[src/rtl/seven_segment_driver_pkg.sv]
// Shared constants and types for the multiplexed four-digit seven-segment driver.
// Segment vectors are ordered {g,f,e,d,c,b,a} and are active-low.
package seven_segment_driver_pkg;

  localparam int NumDigits = 4;

  typedef logic [6:0] seg_t;

  localparam seg_t SegZero  = 7'b1000000;
  localparam seg_t SegOne   = 7'b1111001;
  localparam seg_t SegTwo   = 7'b0100100;
  localparam seg_t SegThree = 7'b0110000;
  localparam seg_t SegFour  = 7'b0011001;
  localparam seg_t SegFive  = 7'b0010010;
  localparam seg_t SegSix   = 7'b0000010;
  localparam seg_t SegSeven = 7'b1111000;
  localparam seg_t SegEight = 7'b0000000;
  localparam seg_t SegNine  = 7'b0010000;
  localparam seg_t SegDash  = 7'b0111111;
  localparam seg_t SegBlank = 7'b1111111;

endpackage

[src/rtl/seven_segment_driver_bcd_to_seg.sv]
// Combinational BCD to active-low seven-segment decoder; non-BCD codes show a dash.
module bcd_to_seg
  import seven_segment_driver_pkg::*;
(
  input  logic [3:0] bcd,
  output seg_t       seg
);

  always_comb begin
    seg = SegDash;
    case (bcd)
      4'd0: seg = SegZero;
      4'd1: seg = SegOne;
      4'd2: seg = SegTwo;
      4'd3: seg = SegThree;
      4'd4: seg = SegFour;
      4'd5: seg = SegFive;
      4'd6: seg = SegSix;
      4'd7: seg = SegSeven;
      4'd8: seg = SegEight;
      4'd9: seg = SegNine;
      default: seg = SegDash;
    endcase
  end

endmodule

[src/rtl/seven_segment_driver.sv]
// Time-multiplexed four-digit seven-segment driver with per-slot dead time,
// leading-zero blanking and decimal points; all outputs registered, active-low.
module seven_segment_driver
  import seven_segment_driver_pkg::*;
#(
  parameter int CounterWidth = 2,
  parameter int RefreshTime  = 4,
  parameter int BlankTime    = 1
) (
  input  logic        Clk,
  input  logic        Reset,
  input  logic [15:0] DataIn,
  input  logic [3:0]  DpIn,
  input  logic        LzbEnable,
  output logic [3:0]  AnodeOut,
  output seg_t        SegOut,
  output logic        DpOut
);

  localparam logic [CounterWidth-1:0] CntLast  = CounterWidth'(RefreshTime - 1);
  localparam logic [CounterWidth-1:0] CntBlank = CounterWidth'(BlankTime);

  // cnt/idx name the slot cycle whose outputs are produced on the coming edge
  logic [CounterWidth-1:0] cnt;
  logic [1:0]              idx;
  logic [3:0]              nibble;
  seg_t                    dec_seg;
  logic [NumDigits-1:0]    blank;
  logic [3:0]              anode_on;

  always_comb begin
    nibble   = DataIn[{idx, 2'b00} +: 4];
    anode_on = ~(4'b0001 << idx);
  end

  // A digit blanks only if it and every more significant digit are zero
  always_comb begin
    blank    = '0;
    blank[3] = LzbEnable && (DataIn[15:12] == 4'd0);
    blank[2] = blank[3] && (DataIn[11:8] == 4'd0);
    blank[1] = blank[2] && (DataIn[7:4] == 4'd0);
    blank[0] = 1'b0;
  end

  bcd_to_seg u_dec (
    .bcd (nibble),
    .seg (dec_seg)
  );

  always_ff @(posedge Clk) begin
    if (Reset) begin
      cnt      <= '0;
      idx      <= 2'd0;
      AnodeOut <= 4'b1111;
      SegOut   <= SegBlank;
      DpOut    <= 1'b1;
    end else begin
      if (cnt == CntLast) begin
        cnt <= '0;
        idx <= idx + 2'd1;
      end else begin
        cnt <= cnt + 1'b1;
      end

      AnodeOut <= (cnt < CntBlank) ? 4'b1111 : anode_on;

      // Inputs are captured only on the first cycle of a slot and then held
      if (cnt == '0) begin
        SegOut <= blank[idx] ? SegBlank : dec_seg;
        DpOut  <= ~DpIn[idx];
      end
    end
  end

endmodule

[config.mk]
export PLATFORM = sky130hd
export DESIGN_NAME = seven_segment_driver
export DESIGN_NICKNAME = d
export VERILOG_FILES = /design/src/rtl/seven_segment_driver_pkg.sv /design/src/rtl/seven_segment_driver_bcd_to_seg.sv /design/src/rtl/seven_segment_driver.sv
export SDC_FILE = /design/constraint.sdc
export NUM_CORES = 1
export LEC_CHECK = 0
export ABC_CLOCK_PERIOD_IN_PS = 2400
export CAP_MARGIN = 5
export CORE_AREA = 2 2 50 52
export CTS_BUF_LIST = sky130_fd_sc_hd__clkbuf_4 sky130_fd_sc_hd__clkbuf_8
export CTS_CLUSTER_DIAMETER = 120
export DETAILED_ROUTE_END_ITERATION = 8
export DIE_AREA = 0 0 52 54
export GPL_ROUTABILITY_DRIVEN = 0
export GPL_TIMING_DRIVEN = 0
export PLACE_DENSITY = 0.82
export SETUP_SLACK_MARGIN = 0.5
export SYNTH_ARGS = -nofsm -noshare
export SYNTH_HDL_FRONTEND = slang
export SYNTH_SLANG_ARGS = --single-unit
[constraint.sdc]
create_clock -name Clk -period 2.4 [get_ports Clk]
set_input_delay 0.48 -clock Clk [delete_from_list [all_inputs] [get_ports Clk]]
set_output_delay 0.48 -clock Clk [all_outputs]
set_load 0.01 [all_outputs]
## After elaboration in Yosys (flattened, before gate mapping)

Memory sizes are Yosys's and may differ from the RTL's.
Cells that the tools add are included.

| operators by class | value |
|---|---|
| add/subtract/negate cells | 2 |
| $lt $le $gt $ge | 2 |
| equal/unequal tests | 1 |
| shift operators | 2 |
| muxes and demuxes | 5 |
| bitwise logic cells | 2 |
| reduce and logical (&&, ||, !) cells | 9 |

Operators by type and width:

| operator | count |
|---|---|
| 16-bit by 5-bit variable part select with 4-bit output | 1 |
| 4-bit logical NOT | 3 |
| 7-bit 2-to-1 mux | 1 |
| 2-bit by 1-bit adder with 2-bit output, second input constant | 2 |
| 1-bit binary-select mux with 2-bit select | 2 |
| 4-bit inverter | 1 |
| 2-bit OR reduction | 2 |
| 1-bit by 2-bit << shifter with 4-bit output, first input constant | 1 |
| 1-bit logical AND | 3 |
| 2-bit by 3-bit < comparator with 1-bit output, second input constant | 1 |
| 2-bit equality test, second input constant | 1 |
| 2-bit logical NOT | 1 |
| 2-bit by 1-bit < comparator with 1-bit output, second input constant | 1 |
| 1-bit 2-to-1 mux | 2 |
| 1-bit inverter | 1 |

| storage, ports and cells | value |
|---|---|
| flip-flop bits (word level) | 16 |
| bits in read-only memories | 112 |
| input port bits | 23 |
| output and inout port bits | 12 |
| memories | 1 |

Memory list:

| name | depth | bits a word | read ports | clocked after Yosys merged registers in | wr ports | line | source |
|---|---|---|---|---|---|---|---|
| (name not given) | 16 | 7 | 1 | 0 | 0 | seven_segment_driver_bcd_to_seg.sv:11 | `case (bcd)` |

## Logic depth before layout (Yosys ltp)

| logic depth | value |
|---|---|
| word-level depth | 7 |
| mapped depth | 8 |
| gate-level depth less buffers | 7 |

## Cells and area by module

Synthesis repeated with hierarchy kept, for this count alone.

| second synthesis, totals | value |
|---|---|
| cells, all modules | 109 |
| area total of the unflattened synthesis | 1049.8 sq um |

Modules (own cells, without submodules):

| module | instances | cells an instance | area an instance (sq um) | sequential area each (sq um) |
|---|---|---|---|---|
| seven_segment_driver | 1 | 78 | 809.5 | 320.3 |
| bcd_to_seg | 1 | 31 | 240.2 | 0.0 |

## Worst setup path before layout

OpenSTA, ideal clock, no wires.

| timing path | value |
|---|---|
| path type | register to register |
| start | register idx[0] |
| end | register SegOut[4] |
| data arrival time | 1.846 ns |
| data required time | 2.326 ns |
| slack | 0.479 ns |
| stages on the path, launching flop included | 8 |
| clock period less this slack | 1.921 ns |
| cell sequence | dfxtp_1 > buf_6 > mux4_1 > ha_1 > inv_1 > mux2i_1 > mux2_2 > a31oi_1 |

| between the ends | value |
|---|---|
| word-level cells in the longest chain between the ends | 3 |

Ends and longest elaborated chain:

| what | line | source |
|---|---|---|
| from (decl) | seven_segment_driver.sv:25 | `logic [1:0] idx;` |
| from (signal assigned) | seven_segment_driver.sv:60 | `idx <= idx + 2'd1;` |
| 16-bit by 5-bit variable part select with 4-bit output / 1-bit binary-select mux with 2-bit select (equally long branches) | seven_segment_driver.sv:32, seven_segment_driver.sv:69 |  |
| memory read 16 x 7 bit / 1-bit 2-to-1 mux (equally long branches) | - |  |
| 7-bit 2-to-1 mux * | seven_segment_driver.sv:69 | `SegOut <= blank[idx] ? SegBlank : dec_seg;` |
| to (signal assigned) | seven_segment_driver.sv:55 | `SegOut <= SegBlank;` |
| to (signal assigned) | seven_segment_driver.sv:69 |  |
| to (decl) | seven_segment_driver.sv:16 | `output seg_t SegOut,` |

Mark *: on every way between the ends. The rest lies on a longest branch, timed or not. The select of a mux whose other input is x is not followed.
A chain may end at the register's enable or synchronous reset.

## Worst setup path after layout

| timing path | value |
|---|---|
| start | input port DataIn[14] |
| end | register SegOut[4] |

| between the ends | value |
|---|---|
| word-level cells in the longest chain between the ends | 7 |

Ends and longest elaborated chain:

| what | line | source |
|---|---|---|
| from (decl) | seven_segment_driver.sv:12 | `input logic [15:0] DataIn,` |
| parallel branches: the longest is 6 deep, another holds memory read 16 x 7 bit | - |  |
| 7-bit 2-to-1 mux * | seven_segment_driver.sv:69 |  |

Mark *: on every way between the ends. The select of a mux whose other input is x is not followed.

==> impl_metrics.toml <==
[outcome]
status = "finished, final reports clean"

[sta]
drv_slew = 0
fin_skew_ns = 0.00379
tightest_slew_ns = 0.425
fin_crit_sh = 0.786
max_slew_margin = 0.717
grt_setup_unrepaired = "true"
fmax_ghz = 0.530
setup_violations = 0
min_period_ns = 1.89
hold-worst-slack_ns = 0.458
tns_ns = 0
finalHoldViolCount = 0

[worst_hold_path]
min_from = "cnt[0]$_SDFF_PP0_"
whs_endpoint = "cnt[0]$_SDFF_PP0_"
hold_class = "reg2reg"
min_path_cells = 1

[finish]
final_util = 0.656
design_area_um2 = 1520
syn2layout_area_growth_pct = 50.7
final_nets = 186
drive_above_1_share = 0.235
antenna_cells = 0

[synth]
yosysMostFrequentCell = "dfxtp_1"
seq_area_frac_synth = 0.317
ys_warn_count = 0
synth-main-ff-cell = "dfxtp_1"
syn_inst = 104
yosys.area.top_type = "dfxtp_1"
yosysTopAreaCellShare = 0.317
synth_commonest_cells = "dfxtp_1 (16), ha_1 (12), inv_1 (10), nor2_1 (9), nor3_1 (8)"
syn_nets = 139
yosysUniqueCellTypes = 27
synthTopCellsByArea = "dfxtp_1 (32%), ha_1 (15%), mux4_1 (10%)"
synth_edf_count = 0
async_flop_share = 0
synth-seq-cells = 16
netlist_area_um2 = 1010
syn_area_per_cell_um2 = 9.71

[route]
wire_per_inst_um = 13.1
dr.first_iter.drc_count = 16
postRouteAntennaNets = 0
drc_errors = 0
vias = 918
first_pass_iters = 4
routed_wl_um = 2340
via_per_inst = 5.13

[clock_tree]
clk_latency_ns = 0.29
cts_tree = "done"
path_clk_slew_ns = 0.08
cts_root_buf = "clkbuf_4"
cts.sinks = 16
cts_hold_buf = 0
cts.path.max_buffers = 2
cts_made_buffers = 3
htreeDepth = 1

[pwr]
p_clk_frac = 0.192
intPower_uw = 501
switching_share = 0.298
pwr-share-seq = 0.430
p_switching_uw = 212
irDropWorstVdd_mv = 0.307
pwr-share-comb = 0.378
finalPower_uw = 714
power.leakage_nw = 0.602
power_density_nw_per_um2 = 469

[critical_path]
critical_path_class = "in2reg"
cp_top_family = "multiplexers"
end_kind = "flip-flop"
critPathRequiredTime_ns = 2.61
cpMaxStageDelayCell = "mux4_2"
cp-start-kind = "primary input"
rr_worst_depth = 8
critPathArrivalTime_ns = 2.10
cp_max_fo = 9
slowest_delay_ns = 0.49
worstPathCellList = "clkdlybuf4s50_1 > mux4_2 > buf_6 > mux2i_1 > mux2_4 > a31oi_1"
worst-path-buf-inv = 2
r2r_slack_ns = 0.53
r2r_end = "SegOut[4]$_SDFFE_PP1N_"
r2r_start = "idx[0]$_SDFFE_PP0P_"

[floorplanning]
start_util = 0.435
rows = 18
fp.dieH_um = 54
die_w_um = 52
ioPinCount = 35
die_area_um2 = 2810
core-area_um2 = 2320

[grt]
grt_pass1_wl_um = 3810
overflow = 0
grt_max_degree = 11
antenna_found_initial = 0
grt.total_usage = 0.184
grt_pass1_vias = 921

[placement]
port_buffers = 34
placedInstanceArea_um2 = 1380
dp_hpwl_um = 1790

[flow_run]
cap_violations = 0
metrics by stage:
stage	std cells	setup WS, ns
6_report	179	0.513
4_1_cts	173	0.508
2_1_floorplan	104	0.520
3_3_place_gp	168	0.0727
5_1_grt	179	0.457
3_5_place_dp	168	0.00446
final cells by class:
type / instances / area [um2]
Multi-Input combinational cell: 73 / 668
Timing Repair Buffer: 42 / 390
Inverter: 10 / 40.0
Buffer: 5 / 41.3
Tap cell: 30 / 37.5
Fill cell: 192 / 798
Sequential cell: 16 / 322
Clock buffer: 3 / 22.5
worst max path at each step:
stage / from / end / slack, ns / cells past startpoint
after detailed placement: DataIn[4] / SegOut[3]$_SDFFE_PP1N_ / 0.004 / 7
after floorplan: idx[0]$_SDFFE_PP0P_ / SegOut[0]$_SDFFE_PP1N_ / 0.52 / 6
final: DataIn[14] / SegOut[4]$_SDFFE_PP1N_ / 0.51 / 6
after global placement: DataIn[4] / SegOut[3]$_SDFFE_PP1N_ / 0.07 / 7
after global routing: idx[0]$_SDFFE_PP0P_ / SegOut[3]$_SDFFE_PP1N_ / 0.46 / 8
after CTS: idx[0]$_SDFFE_PP0P_ / SegOut[4]$_SDFFE_PP1N_ / 0.51 / 7
state kept, by name, indices dropped and copies added (netlist names):
name / flops
idx: 2
AnodeOut: 4
SegOut: 7
cnt: 2
DpOut: 1
cells by family after synthesis:
| family | count (synthesis) | synth area share |
|---|---|---|
| flip-flops | 16 | 0.317 |
| adder cells (fa/ha/maj) | 12 | 0.149 |
| AO/OA/AOI/OAI | 16 | 0.0942 |
| multiplexers | 13 | 0.213 |
| XOR/XNOR | 1 | 0.00868 |
| buffers and inverters | 15 | 0.0719 |
| AND/OR/NAND/NOR | 31 | 0.146 |
power groups by stage:
stage / logic [mW] / registers, mW / clock network (mW)
after CTS: 0.251 / 0.308 / 0.136
after global routing: 0.295 / 0.311 / 0.153
after floorplan: 0.116 / 0.323 / 0
final: 0.270 / 0.307 / 0.137
after detailed placement: 0.235 / 0.314 / 0
after global placement: 0.226 / 0.312 / 0
layer usage:
layer / wire length, um / track usage
met5: 0 / 0
met2: 1180 / 0.342
met1: 950 / 0.204
met4: 54 / 0.0789
met3: 150 / 0.0333
cells in the final DEF, fill, tap and decap left out, types with 2 or more instances in the layout:
master           count
dfxtp_1             15
inv_1                7
mux2i_1              5
o21ai_0              2
dlygate4sd2_1        8
clkbuf_1             2
nor3_1               8
ha_4                 2
mux4_1               2
mux2_4               2
a31oi_1              4
nor4_1               3
ha_2                 2
o21ai_2              2
a21oi_1              4
nor2_1               9
ha_1                 8
clkdlybuf4s50_1     26
inv_2                2
clkbuf_4             4
nand2_1              5
buf_4                8
mux4_2               3
a41oi_2              2
repair_timing:
item,4_1_cts,5_1_grt
setup endpoints to repair,7,6
setup buffers,2,6
pin swaps,6,0
gates resized for setup,23,5
cloned,0,0
(Power assumes the default switching activity.)
